===== src/rtl/divider_seq_pkg.sv =====
// Shared definitions for the sequential restoring divider.
//   DEF_WIDTH  : default operand / quotient / remainder width
//   state_t    : FSM encoding (IDLE, CALC, DONE)
//   cnt_width  : bit counter width for a given operand width
package divider_seq_pkg;

  localparam int DEF_WIDTH = 16;

  typedef enum logic [1:0] {
    IDLE = 2'd0,
    CALC = 2'd1,
    DONE = 2'd2
  } state_t;

  // Counter must index WIDTH iterations; never let it collapse to zero bits.
  function automatic int cnt_width(input int w);
    return (w > 1) ? $clog2(w) : 1;
  endfunction

endpackage


===== src/rtl/divider_step.sv =====
// One restoring-division iteration, purely combinational.
// Ports:
//   rem_in   in  WIDTH  partial remainder before this step
//   bit_in   in  1      next dividend bit (MSB of the shifting dividend)
//   divisor  in  WIDTH  divisor
//   rem_out  out WIDTH  partial remainder after this step
//   q_bit    out 1      quotient bit produced by this step
module divider_step #(
  parameter int WIDTH = 16
) (
  input  logic [WIDTH-1:0] rem_in,
  input  logic             bit_in,
  input  logic [WIDTH-1:0] divisor,
  output logic [WIDTH-1:0] rem_out,
  output logic             q_bit
);

  logic [WIDTH:0]   shifted;
  logic [WIDTH-1:0] diff;

  // The shifted remainder can momentarily need WIDTH+1 bits, so the
  // compare is done one bit wider than the operands. When the subtract
  // is taken the true difference is below the divisor, so the low WIDTH
  // bits of the modular difference are exact.
  always_comb begin
    shifted = {rem_in, bit_in};
    q_bit   = (shifted >= {1'b0, divisor});
    diff    = shifted[WIDTH-1:0] - divisor;
    rem_out = q_bit ? diff : shifted[WIDTH-1:0];
  end

endmodule


===== src/rtl/divider_seq.sv =====
// Sequential unsigned divider: y = a / b, remainder = a % b.
// Restoring shift-subtract, one quotient bit per clock; fixed latency of
// WIDTH+1 edges from the accepted start edge to done.
// Ports:
//   clk        in  1      rising-edge clock
//   rst        in  1      asynchronous reset, active low
//   start      in  1      launch a divide (honoured in IDLE or DONE)
//   a          in  WIDTH  dividend, captured on accepted start
//   b          in  WIDTH  divisor, captured on accepted start
//   done       out 1      result valid (registered)
//   y          out WIDTH  quotient (registered)
//   remainder  out WIDTH  remainder (registered)
module divider_seq
  import divider_seq_pkg::*;
#(
  parameter int WIDTH = DEF_WIDTH
) (
  input  logic             clk,
  input  logic             rst,
  input  logic             start,
  input  logic [WIDTH-1:0] a,
  input  logic [WIDTH-1:0] b,
  output logic             done,
  output logic [WIDTH-1:0] y,
  output logic [WIDTH-1:0] remainder
);

  localparam int CW = cnt_width(WIDTH);

  state_t           state, next_state;
  logic [WIDTH-1:0] dvd;
  logic [WIDTH-1:0] dvs;
  logic [WIDTH-1:0] rem;
  logic [WIDTH-1:0] quo;
  logic [CW-1:0]    cnt;
  logic             drain;
  logic             accept;
  logic [WIDTH-1:0] step_rem;
  logic             step_q;

  assign accept = start && ((state == IDLE) || (state == DONE));

  divider_step #(.WIDTH(WIDTH)) u_step (
    .rem_in  (rem),
    .bit_in  (dvd[WIDTH-1]),
    .divisor (dvs),
    .rem_out (step_rem),
    .q_bit   (step_q)
  );

  always_ff @(posedge clk or negedge rst) begin
    if (!rst) state <= IDLE;
    else      state <= next_state;
  end

  // CALC exits only after the extra result-load cycle (drain) so that
  // done appears WIDTH+1 edges after the start edge.
  always_comb begin
    next_state = state;
    case (state)
      IDLE:    if (start) next_state = CALC;
      CALC:    if (drain) next_state = DONE;
      DONE:    if (start) next_state = CALC;
      default: next_state = IDLE;
    endcase
  end

  // WIDTH iterations run with the counter going WIDTH-1 down to 0; the
  // drain cycle that follows copies the working registers to the outputs.
  always_ff @(posedge clk or negedge rst) begin
    if (!rst) begin
      dvd       <= '0;
      dvs       <= '0;
      rem       <= '0;
      quo       <= '0;
      cnt       <= '0;
      drain     <= 1'b0;
      done      <= 1'b0;
      y         <= '0;
      remainder <= '0;
    end else if (accept) begin
      dvd   <= a;
      dvs   <= b;
      rem   <= '0;
      quo   <= '0;
      cnt   <= CW'(WIDTH - 1);
      drain <= 1'b0;
      done  <= 1'b0;
    end else if (state == CALC) begin
      if (drain) begin
        y         <= quo;
        remainder <= rem;
        done      <= 1'b1;
        drain     <= 1'b0;
      end else begin
        rem <= step_rem;
        quo <= (quo << 1) | WIDTH'(step_q);
        dvd <= dvd << 1;
        if (cnt == '0) drain <= 1'b1;
        else           cnt   <= cnt - 1'b1;
      end
    end
  end

endmodule


===== config.mk =====
export PLATFORM = sky130hd
export DESIGN_NAME = divider_seq
export DESIGN_NICKNAME = d
export VERILOG_FILES = /design/src/rtl/divider_seq_pkg.sv /design/src/rtl/divider_step.sv /design/src/rtl/divider_seq.sv
export SDC_FILE = /design/constraint.sdc
export NUM_CORES = 1
export LEC_CHECK = 0
export ABC_AREA = 1
export CORE_MARGIN = 2
export CORE_UTILIZATION = 55
export DETAILED_ROUTE_END_ITERATION = 8
export PLACE_DENSITY_LB_ADDON = 0.3
export SYNTH_ARGS = -nofsm -noshare
export SYNTH_HDL_FRONTEND = slang
export SYNTH_SLANG_ARGS = --single-unit

===== constraint.sdc =====
create_clock -name clk -period 2.3 [get_ports clk]
set_input_delay 0.46 -clock clk [delete_from_list [all_inputs] [get_ports clk]]
set_output_delay 0.46 -clock clk [all_outputs]
set_load 0.02 [all_outputs]

==> metrics.cfg, run 1 <==
[clock_tree]
path_clk_slew_ps = 100
cts_root_buffer = clkbuf_8
cts_buffers = 9
clk_latency_ps = 390
cts_resized = 0
cts_tree = yes
cts.path.max_buffers = 2
h-tree-depth = 3
clock_sinks = 104

[yosys]
yosysUniqueCellTypes = 36
synth-simple-area-share_pct = 25.3
synth_top_family_by_area = simple AND/OR/NAND/NOR gates
synth.largest_area_cell = dfrtp_1
synth_fa_ha_area_share_pct = 4.52
synth_edf_count = 0
synth-xor-area-share_pct = 0.968
avgSynthCellArea_sq_um = 7.80
synth-main-ff-cell = dfrtp_1
syn-cell-area_sq_um = 5430
synth.top_cells.by_area = dfrtp_1 48%, nand2_1 13%, o21ai_0 7.9%, inv_1 7.9%, nand3_1 5.5%
synth_top_area_share_pct = 47.9
syn-instance-count = 696
ys_seq_elements = 104
ys_seq_area_share_pct = 47.9
synth_fp_nets = 750
synthArstFlopShare_pct = 100
synth_compound_area_share_pct = 10.8
ys.warnings.count = 0
muxShareOfSynthArea_pct = 0

[timing]
hold_violations = 0
max_slew_margin_pct = 52.1
setup_viol = 0
period_share_pct = 90.8
setup_tns_ps = 0
fin_skew_ps = 12.2
rsz0062_at_grt = no
fmax_mhz = 479
finalCriticalPeriod_ps = 2090
tightest_slew_ps = 716
slew_violations = 0

[die]
fp.dieArea_sq_um = 10700
pin_count = 68
dieWidth_microns = 103
die_h_microns = 103
start_util_pct = 56.0
core_area_sq_um = 9680
rows = 36

[global_routing]
grt_remaining_overflow = 0
grt_pass1_wl_mm = 21.5
grt_max_degree = 48
grt_pass1_vias = 4525
antenna_found_initial = 0
grt_usage_pct = 26.5

[placed_design]
hpwl_mm = 9.52
io_buffers = 67
gp_congestion = 0.903
place_area_sq_um = 6270
placed_cells = 881

[route]
drt-initial-drc-count = 260
drtPass1Iterations = 5
vias_per_cell = 5.22
drc_errors = 0
wl_mm = 13.0
avgRoutedWirePerCell_microns = 14.5
num_vias = 4688
ant_nets = 0

[run_status]
outcome = finished clean

[layout]
final_layout_size_suffix_gt1_share_pct = 6.93
diodes = 0
layout_commonest_cell = nand2_1
area_growth_pct = 20.0
post-route-cell-area_sq_um = 6510
final_util_pct = 67.3
fin_cells = 898
nNetsFinal = 814
final_cell_mix = 187 x nand2_1, 114 x inv_1, 104 x dfrtp_1

[critical_path]
rr_worst_depth = 12
critical_path_class = register to register
critPathMaxFanout = 17
endpoint_kind = register
crit_path_start_kind = register
required_ps = 2560
critPathArrivalTime_ps = 2350

[run]
cap_violations = 0

[power_and_ir_drop]
power_density_nw_per_um2 = 1660
p_leak_nw = 3.27
peakVddDrop_v = 0.000740
power_mw = 10.8

[hold_path]
hold_path_class = primary input to async pin

## stage by stage
stage               setup WS, ps  hold WS [ps]
floorplan                    568           164
global placement             214           437
detailed placement           190           445
CTS                          165          22.3
global route                19.2          50.3
finish                       211          15.0
## path summary, 6_finish.rpt
| path | from | end | slack [ps] |
|---|---|---|---|
| worst max-delay path | rem[7] | rem[4] | 210 |
| max in group asynchronous | rst | remainder[10] | 1570 |
| worst max register to register | rem[7] | rem[4] | 210 |
| worst min register to register | remainder[5] | remainder[5] | 490 |
| min in group clk | remainder[5] | remainder[5] | 490 |
| worst min-delay path | rst | dvs[3] | 20 |
## power by group
part           leakage, nW  internal [mW]  switching, mW
Sequential            1.33           2.64          0.390
Clock                0.119          0.640          0.696
Combinational         1.82           2.40           4.04
Total                 3.27           5.68           5.12
## critical path: stages, from the launching register on
cell and delay, ps:
dfrtp_1 430, ha_1 400, nand2_2 120, inv_1 90, nand2_1 50, nand2_1 100, inv_2 50, nand3_2 100
nand2_4 160, nand2_4 250, nand2_1 80, nand3_1 70, o21ai_0 90
## layout make-up
| type | count | area (sq um) |
|---|---|---|
| Clock buffer | 9 | 124 |
| Clock inverter | 7 | 111 |
| Fill cell | 826 | 3170 |
| Inverter | 118 | 443 |
| Multi-Input combinational cell | 448 | 2260 |
| Sequential cell | 104 | 2600 |
| Tap cell | 133 | 166 |
| Timing Repair Buffer | 79 | 808 |
## flip-flops by register name (all words and copies together) (netlist names)
name and flops:
dvs 16, cnt 4, done 1, y 16, state 2, drain 1, rem 16, dvd 16
remainder 16, quo 16
## metal layers
| metal | global-route usage [%] | part of all wire (%) |
|---|---|---|
| met1 | 34.5 | 43 |
| met2 | 42.8 | 48 |
| met3 | 4.10 | 4.8 |
| met4 | 14.0 | 3.6 |
| met5 | 0 | 0 |
## cells by family after synthesis
| group | count (synthesis) |
|---|---|
| buf+inv | 144 |
| flops | 104 |
| xor+xnor | 6 |
| simple gates | 308 |
| fa+ha+maj | 19 |
| compound gates | 115 |
## repair_timing
item,4_1_cts,5_1_grt
buffers inserted,0,1
endpoints found under the setup margin,0,3
hold buffers,0,0
endpoints found under the hold margin,0,0
## cell usage after synthesis (2+ instances only)
library cell and n:
nor3_1 15, buf_1 3, nand3_1 60, o21ai_0 86
inv_1 114, buf_2 5, nor2_2 4, nor2_1 16
xnor2_1 4, a21oi_1 22, clkbuf_1 15, nand2_4 2
inv_2 3, o21ai_1 2, nand3_2 5, dfrtp_1 104
nand2_1 188, ha_1 18, nor2_4 2, xor2_1 2
nand4_1 7, nand2_2 5
Note: power is estimated with default switching activity, not from simulation.
==> run 2, diff against run 1 <==
CTS_BUF_LIST = sky130_fd_sc_hd__clkbuf_8   (was not set)
==> results of run 2 <==
No change in the layout: final DEF, timing and power equal those of run 1.
==> run 3, diff against run 2 <==
CORE_UTILIZATION = 45   (was 55)
CTS_BUF_LIST = not set   (was sky130_fd_sc_hd__clkbuf_8)
clock period = 2.4 ns   (was 2.3 ns; I/O delays follow)
==> run 3 against run 2 <==
  * Clock skew about the same
  * Total power is 3.9% lower
  * Combinational power is 5.6% lower
  * Critical path type unchanged
  * Worst hold slack gained 91 ps
  * Final cell count grew 1.7%
  * Flip-flop and latch count did not move
  * Sequential power is 4% lower
  * Die area is 21% higher
  * Largest cell class unchanged
  * Design area rose by 1.1%
  * Global-route usage down 5.4 points
  * Routed wire length decreased by 2.4%
==> metrics.cfg, run 3 (synthesis results as in run 1) <==
[die]
fp.dieArea_sq_um = 13000
core_area_sq_um = 11900
die_h_microns = 114
dieWidth_microns = 114
rows = 40
pin_count = 68
start_util_pct = 45.6

[critical_path]
crit_family = simple AND/OR/NAND/NOR gates
crit_path_start_kind = register
critPathSlowestCell = dfrtp_1
r2r-start = rem[9]
critPathMaxFanout = 10
critPathMaxStageDelay_ps = 400
endpoint_kind = register
crit_path_frequent_cell = nand2_1
worstReg2RegEnd = rem[3]
critPathArrivalTime_ps = 2360
reg2reg_slack_ps = 280
critical_path_class = register to register
crit_buf_inv = 1
crit_chain = ha_1 > nand2_1 > nand2_1 > nand2_1 > nand2_1 > nand2_1 > nand2_1 > nor2_4 > buf_4 > nand3_1 > nand3_1 > o21ai_0
required_ps = 2640
rr_worst_depth = 12

[placed_design]
place_area_sq_um = 6300
io_buffers = 67
hpwl_mm = 9.35
gp_congestion = 0.915
placed_cells = 897
place_ws_ps = 250

[hold_path]
hold_path_class = primary input to async pin

[timing]
fin_skew_ps = 12.0
finalCriticalPeriod_ps = 2120
setup_tns_ps = 0
setup_viol = 0
slew_violations = 0
setup_ws_ps = 281
period_share_pct = 88.3
fmax_mhz = 472
hold_violations = 0
rsz0062_at_grt = no
max_slew_margin_pct = 61.8
tightest_slew_ps = 572

[route]
drtPass1Iterations = 6
avgRoutedWirePerCell_microns = 13.9
vias_per_cell = 5.09
drt-initial-drc-count = 182
drc_errors = 0
wl_mm = 12.7
num_vias = 4647
ant_nets = 0

[power_and_ir_drop]
peakVddDrop_v = 0.000703
p_leak_nw = 3.29
power_density_nw_per_um2 = 1580

[clock_tree]
h-tree-depth = 3
cts_resized = 0
hold_buffers = 0
clock_sinks = 104
cts.path.max_buffers = 2
cts_tree = yes
cts_root_buffer = clkbuf_16
path_clk_slew_ps = 70
cts_buffers = 9
cts_setup_buffers = 0
clk_latency_ps = 360

[layout]
diodes = 0
area_growth_pct = 21.3
final_util_pct = 55.3
final_cell_mix = 187 x nand2_1, 114 x inv_1, 104 x dfrtp_1
post-route-cell-area_sq_um = 6590
fin_cells = 913
layout_commonest_cell = nand2_1
final_layout_size_suffix_gt1_share_pct = 6.92
nNetsFinal = 815

[global_routing]
grt_usage_pct = 21.1
grt_pass1_wl_mm = 21.6
grt_max_degree = 53
grt_pass1_vias = 4635
antenna_found_initial = 0
grt_remaining_overflow = 0

[run]
cap_violations = 0

[run_status]
outcome = finished clean

## run 3: power by group
part / internal (mW) / total (mW) / switching [mW]
sequential: 2.53 / 2.90 / 0.370
combinational: 2.28 / 6.08 / 3.79
clock: 0.740 / 1.40 / 0.662
## run 3: layer usage
layer  global-route usage [%]  routed length [microns]
met4                     6.91                      210
met2                     36.1                     6120
met5                        0                        0
met3                     6.00                      711
met1                     25.8                     5660
## run 3: cell type report
type	instances	area, sq um
Fill cell	1154	5330
Sequential cell	104	2600
Multi-Input combinational cell	448	2260
Timing Repair Buffer	80	816
Inverter	118	443
Clock buffer	11	243
Tap cell	147	184
Clock inverter	5	38.8
## run 3: worst max-delay path by stage
| stage | start | endpoint | cells after the start |
|---|---|---|---|
| after floorplan | rem[9] | rem[0] | 12 |
| after global placement | start | dvs[14] | 5 |
| after detailed placement | start | dvd[14] | 6 |
| after CTS | dvs[10] | rem[3] | 13 |
| after global routing | rem[2] | rem[4] | 10 |
| final | rem[9] | rem[3] | 12 |
## run 3: per-stage QoR
| step | power [mW] | hold WS (ps) |
|---|---|---|
| global placement | 8.85 | 467 |
| finish | 10.4 | 106 |
| detailed placement | 9.01 | 469 |
| global route | 11.4 | 143 |
| floorplan | 7.30 | 184 |
| CTS | 10.5 | 123 |
## run 3: worst reg2reg max path, cell delays in order, from the launching register on
cell and delay [ps]:
dfrtp_1 400, ha_1 340, nand2_1 130, nand2_1 80
nand2_1 60, nand2_1 70, nand2_1 60, nand2_1 80
nor2_4 290, buf_4 200, nand3_1 90, nand3_1 110
o21ai_0 90
